===== config.mk =====
export PLATFORM = sky130hd
export DESIGN_NAME = acc_ctrl
export DESIGN_NICKNAME = d
export VERILOG_FILES = /design/src/rtl/acc_ctrl_pkg.sv /design/src/rtl/acc_ovf_det.sv /design/src/rtl/acc_ctrl.sv
export SDC_FILE = /design/constraint.sdc
export NUM_CORES = 1
export LEC_CHECK = 0
export ABC_AREA = 1
export BUFFER_PORTS_ARGS = -buffer_cell sky130_fd_sc_hd__buf_2
export CORE_MARGIN = 2
export CORE_UTILIZATION = 38
export DETAILED_ROUTE_END_ITERATION = 10
export PLACE_DENSITY = 0.92
export SLEW_MARGIN = 30
export SYNTH_ARGS = -nofsm -noshare
export SYNTH_HDL_FRONTEND = slang
export SYNTH_HIERARCHICAL = 1
export SYNTH_SLANG_ARGS = --single-unit

===== constraint.sdc =====
create_clock -name clk -period 2.1 [get_ports clk]
set_input_delay 0.42 -clock clk [delete_from_list [all_inputs] [get_ports clk]]
set_output_delay 0.42 -clock clk [all_outputs]
set_load 0.1 [all_outputs]

===== src/rtl/acc_ctrl_pkg.sv =====
// acc_ctrl_pkg: shared state encoding and default datapath widths for the
// accumulator sequencer and the accumulator it drives.
package acc_ctrl_pkg;

    localparam int WIDTH_DEF = 32;
    localparam int FRAC_DEF  = 24;
    localparam int CNT_W_DEF = 8;

    typedef enum logic [1:0] {
        IDLE  = 2'd0,
        CLEAR = 2'd1,
        RUN   = 2'd2,
        DONE  = 2'd3
    } state_e;

endpackage


===== src/rtl/acc_ovf_det.sv =====
// acc_ovf_det: combinational two's-complement overflow detect for a + b.
// Only built when ACC_CTRL_OVF_EN is defined.
module acc_ovf_det
    import acc_ctrl_pkg::*;
#(
    parameter int WIDTH = WIDTH_DEF
) (
    input  logic [WIDTH-1:0] a,
    input  logic [WIDTH-1:0] b,
    output logic             ovf
);

    // Same-sign operands whose wrapped sum flips sign.
    assign ovf = (a[WIDTH-1] == b[WIDTH-1]) &&
                 (((a + b) >> (WIDTH - 1)) != {{(WIDTH-1){1'b0}}, a[WIDTH-1]});

endmodule


===== src/rtl/acc_ctrl.sv =====
// acc_ctrl: clears an external accumulator, feeds it len handshaked samples and
// presents the sum on valid/ready. ACC_CTRL_OVF_EN compiles in overflow detection.
module acc_ctrl
    import acc_ctrl_pkg::*;
#(
    parameter int WIDTH = WIDTH_DEF,
    parameter int FRAC  = FRAC_DEF,
    parameter int CNT_W = CNT_W_DEF
) (
    input  logic             clk,
    input  logic             rst,
    input  logic             start,
    input  logic [CNT_W-1:0] len,
    output logic             busy,
    input  logic             in_valid,
    output logic             in_ready,
    input  logic [WIDTH-1:0] in_data,
    output logic             acc_clr,
    output logic             acc_en,
    output logic [WIDTH-1:0] acc_i,
    input  logic [WIDTH-1:0] acc_o,
    output logic             out_valid,
    input  logic             out_ready,
    output logic [WIDTH-1:0] out_data,
    output logic             ovf
);

    if (FRAC > WIDTH) begin : g_frac_chk
        $error("acc_ctrl: FRAC exceeds WIDTH");
    end

    state_e           state_q, state_d;
    logic [CNT_W-1:0] remain_q, remain_d;
    logic             busy_q, in_ready_q, acc_clr_q, out_valid_q;
    logic             ovf_q, ovf_d, ovf_hit, beat;

    assign beat      = in_valid & in_ready_q;
    assign acc_en    = beat;
    assign acc_i     = in_data;
    assign busy      = busy_q;
    assign in_ready  = in_ready_q;
    assign acc_clr   = acc_clr_q;
    assign out_valid = out_valid_q;
    assign out_data  = out_valid_q ? acc_o : '0;
    assign ovf       = ovf_q;

`ifdef ACC_CTRL_OVF_EN
    acc_ovf_det #(.WIDTH(WIDTH)) u_ovf_det (
        .a   (acc_o),
        .b   (in_data),
        .ovf (ovf_hit)
    );
`else
    assign ovf_hit = 1'b0;
`endif

    always_comb begin
        state_d  = state_q;
        remain_d = remain_q;
        ovf_d    = ovf_q;
        case (state_q)
            IDLE: begin
                if (start) begin
                    state_d  = CLEAR;
                    remain_d = len;
                end
            end
            CLEAR: begin
                state_d = (remain_q != '0) ? RUN : DONE;
                ovf_d   = 1'b0;
            end
            RUN: begin
                if (beat) begin
                    remain_d = remain_q - CNT_W'(1);
                    ovf_d    = ovf_q | ovf_hit;
                    state_d  = (remain_q == CNT_W'(1)) ? DONE : RUN;
                end
            end
            DONE:    state_d = out_ready ? IDLE : DONE;
            default: state_d = IDLE;
        endcase
    end

    // Outputs are decoded from the next state so they are all flop outputs.
    always_ff @(posedge clk or negedge rst) begin
        if (!rst) begin
            state_q     <= IDLE;
            remain_q    <= '0;
            busy_q      <= 1'b0;
            in_ready_q  <= 1'b0;
            acc_clr_q   <= 1'b0;
            out_valid_q <= 1'b0;
            ovf_q       <= 1'b0;
        end else begin
            state_q     <= state_d;
            remain_q    <= remain_d;
            busy_q      <= (state_d != IDLE);
            in_ready_q  <= (state_d == RUN);
            acc_clr_q   <= (state_d == CLEAR);
            out_valid_q <= (state_d == DONE);
            ovf_q       <= ovf_d;
        end
    end

endmodule


==> Word level (Yosys, flattened, before mapping) <==
Index checks and enable logic that the tools add are counted.
{ "word_totals": {"out_inout_bits": 70, "input_bits": 77, "ff_bits": 14} }
{ "op_classes": {"n_bitwise": 1, "add_sub_neg": 1, "reduce_logical": 5, "n_eq_ne": 9, "muxes": 10} }
{ "op_table": {"columns": ["operator", "n"], "rows": [
  ["$mux 32", 1],
  ["$mux 8", 2],
  ["$pmux 8 s2", 1],
  ["$eq 2x2->1 const B", 4],
  ["$eq 8x1->1 const B", 1],
  ["$pmux 2 s4", 1],
  ["$reduce_bool 8->1", 1],
  ["$sub 8x1->8 const B", 1],
  ["$mux 2", 3],
  ["$eq 2x1->1 const B", 2],
  ["$ne 2x2->1 const B", 2],
  ["$reduce_bool 2->1", 2],
  ["$reduce_and 3->1", 1],
  ["$logic_not 2->1", 1],
  ["$mux 1", 2],
  ["$and 1x1->1", 1]
]} }

==> Logic depth before layout (Yosys ltp) <==
{ "logic_depth": {"word_depth": 5, "mapped_depth": 8, "mapped_depth_nobuf": 8} }

==> Least setup slack after synthesis <==
Ideal clock, no wire load.
{ "synth_path": {"path_type": "reg-to-output", "from": "register out_valid_q, in the netlist out_valid", "to": "output port out_data[10]", "path_buffers": 1, "arrival_time_ns": 1.957, "t_required_ns": 1.680, "setup_slack_ns": -0.277, "path_stages_with_launch": 4, "cell_sequence": "dfrtp_1 clkbuf_1 nand2_1 inv_1"} }
{ "synth_via": {"elab_chain_len": 1} }
{ "synth_rtl": {"columns": ["element", "line_no", "rtl"], "rows": [
  ["start, declared", "acc_ctrl.sv:34", "logic busy_q, in_ready_q, acc_clr_q, out_valid_q;"],
  ["start signal, assigned", "acc_ctrl.sv:100", "out_valid_q <= (state_d == DONE);"],
  ["$mux 32", "acc_ctrl.sv:44", "assign out_data = out_valid_q ? acc_o : '0;"],
  ["end, declared", "acc_ctrl.sv:24", "output logic [WIDTH-1:0] out_data,"]
]} }
No other way between the ends.

==> Worst setup path in the final report <==
{ "layout_path": {"from": "register out_valid_q, in the netlist out_valid", "to": "output port out_data[16]"} }
Same word-level chain as after synthesis.

==> summary.md <==
| Metric | Value |
|---|---|
| Status | `complete, no violations` |
| H-Tree Level Count | `1` |
| Clk root buf | `clkbuf_4` |
| Dpl hpwl | `3180 um` |
| GP Congestion | `approximately 0.87` |
| Final period util | `0.936` |
| Final #Nets | `356` |
| Synth warn | `6` |
| IO Count | `about 150` |
| Crit path cell chain | `nand2_1, inv_1, buf_2` |
| Clock tree from TritonCTS | `done` |
| Top cells by area, synth | `dfrtp_1, nand2_1, buf_4, inv_1, nor2_1` |
| Synth area leader | `dfrtp_1` |
| Cells after Synth | `approximately 230` |
| Final WL | `3860 um` |
| WP data arrival | `between 1.5 and 2 ns` |
| Drt pass-1 iters | `4` |
| Clock latency on the worst-skew pair | `between 0.2 and 0.3 ns` |
| CTS Hold Bufs | `0` |
| Starting DRT DRC Count | `69` |
| Total Power | `2.48 mW` |
| Fin Hold WS | `0.0124 ns` |
| Storage cell area | `355 um^2` |
| Number of fillers in the final layout | `340` |
| Clock buffer depth | `2` |
| Worst-path maximum fanout | `33` |
| Power per cell area | `1550 nW/um^2` |
| Seq/Total Area, Yosys | `0.257` |
| Core area | `roughly 3400 um^2` |
| Mapped Avg Cell Area | `6.00 um^2` |
| Layout Cells excl Fill | `321` |
| Vias in the first global route | `around 1300` |
| Detailed-route via count | `about 1400` |
| Clock transition at path regs | `approximately 0.090 ns` |
| RSZ-0062 raised after global routing | `false` |
| Post-Syn Nets | `307` |
| Commonest non-fill, non-tap cell in the layout | `buf_2` |
| # placed instances | `317` |
| DRC | `0` |
| Worst Path Required | `1.68 ns` |
| Largest net degree at the start of global routing | `34` |
| Die height | `around 64 um` |
| Global-route wire length before repair | `5920 um` |
| Crit path capture type | `primary output` |
| Max Slew Vio Count | `0` |
| Max stage delay on crit path | `0.62 ns` |
| Initial antenna violation count | `0` |
| Post-synth top area share | `0.257` |
| Clock Skews | `0.00823 ns` |
| Syn Std Cell Area | `~1400 um^2` |
| Setup total negative slack | `0 ns` |
| Commonest cells after routing, fill and taps aside | `buf_2, nand2_1, inv_1` |
| Fmax | `~0.5 GHz` |
| Post-CTS Setup Bufs | `0` |
| Share of post-route cells with drive strength above 1 | `0.338` |
| Hold Crit Class | `input pin to asynchronous set/reset pin` |
| Port bufs | `81` |
| Unique masters post-synth | `19` |
| CTS buffer count | `3` |
| Die Area | `4080 um^2` |
| Diode count | `0` |
| Max cap viols | `0` |
| Final min period | `1.97 ns` |
| Routed Antenna Nets | `0` |
| Routed len/inst | `12.0 um` |
| Area of the multi-input gates | `549 um^2` |
| Vias per Instance | `about 4.5` |
| Static Leakage | `1.19 nW` |
| Std cell rows | `21` |
| Die Span X | `63.9 um` |
| Crit Path Category | `flip-flop to primary output` |
| Max VDD drop | `roughly 0.00066 V` |
| Worst path slowest cell | `dfrtp_4` |
| CTS sink cnt | `14` |
| #FFs+latches synth | `14` |
| Final setup viols | `0` |
| Startpoint type of the worst setup path | `flip-flop` |
| GRT Total Usage | `0.184` |
| Final hold violations | `0` |
| Grt ovf | `0` |
| Synth-to-Final Area Change | `17.5%` |
| Initial Utilization | `0.402` |
[metrics by stage]
stage	setup WS [ns]	cell area [um^2]	utilization
after floorplan	0.00454	1370	-
after global placement	0.323	1560	0.460
after detailed placement	0.325	1560	0.460
after CTS	0.0111	1600	0.471
after global routing	0.0472	1600	0.472
final	0.135	1600	0.472
[area by class of cell]
cell class	count	area share
clock buffer	4	0.0227
inverter	49	0.117
multi-input combinational	126	0.344
sequential	14	0.222
tap	46	0.0360
timing repair buffer	82	0.258
[kinds of logic after synthesis]
logic type	Yosys count	share of synthesized area
AOI/OAI and AO/OA	15	0.0625
adders and majority gates	3	0.0276
buffers and inverters	87	0.339
DFF	14	0.257
other	1	0.00275
and+or+nand+nor	107	0.311
[sequential cells by signal (all words and copies together), names as in the netlist]
name       cells
busy           1
in_ready       1
state_q        2
remain_q       8
out_valid      1
acc_clr        1
[path summary, 6_finish.rpt]
check                                        startpoint                       to  slack, ns  cells after the start
worst max-delay path                out_valid$_DFF_PN0_             out_data[16]       0.13                      3
worst min-delay path                                rst  remain_q[2]$_DFFE_PN0P_       0.01                      1
worst max register to register     state_q[0]$_DFF_PN0_  remain_q[5]$_DFFE_PN0P_       0.58                      7
worst min register to register  remain_q[2]$_DFFE_PN0P_  remain_q[2]$_DFFE_PN0P_       0.52                      2
max in group asynchronous                           rst      out_valid$_DFF_PN0_       1.81                      1
min in group clk                                  start        acc_clr$_DFF_PN0_       0.39                      3
[metal layers]
layer / track usage / vias to the layer above / share of wire
met5: 0 / - / 0
met4: 0.0924 / 0 / 0.032
met3: 0.0405 / 18 / 0.096
met2: 0.311 / 78 / 0.46
met1: 0.219 / 623 / 0.41
li1: - / 717 / -
[synthesized netlist by cell type (all sizes together)]
cell type,n
a21oi,2
buf,35
clkbuf,3
conb,1
dfrtp,14
ha,3
inv,49
nand2,76
nand3,5
nand3b,1
nand4,2
nor2,22
nor3,1
o211ai,1
o21ai,12
[repair_timing]
action	CTS	global route
endpoints found under the hold margin	0	0
setup endpoints to repair	0	23
gates resized for setup	0	1
[worst max-delay path, delay by kind of cell, from the launching register on]
family	cells	cell delay, ns
flip-flops	1	0.62
buffers and inverters	2	0.49
AND/OR/NAND/NOR	1	0.15
[where the power goes]
| part | internal, mW | switching [mW] |
|---|---|---|
| logic | 0.359 | 1.40 |
| registers | 0.393 | 0.132 |
| clock network | 0.106 | 0.0936 |
Note: power is estimated with default switching activity, not from simulation.
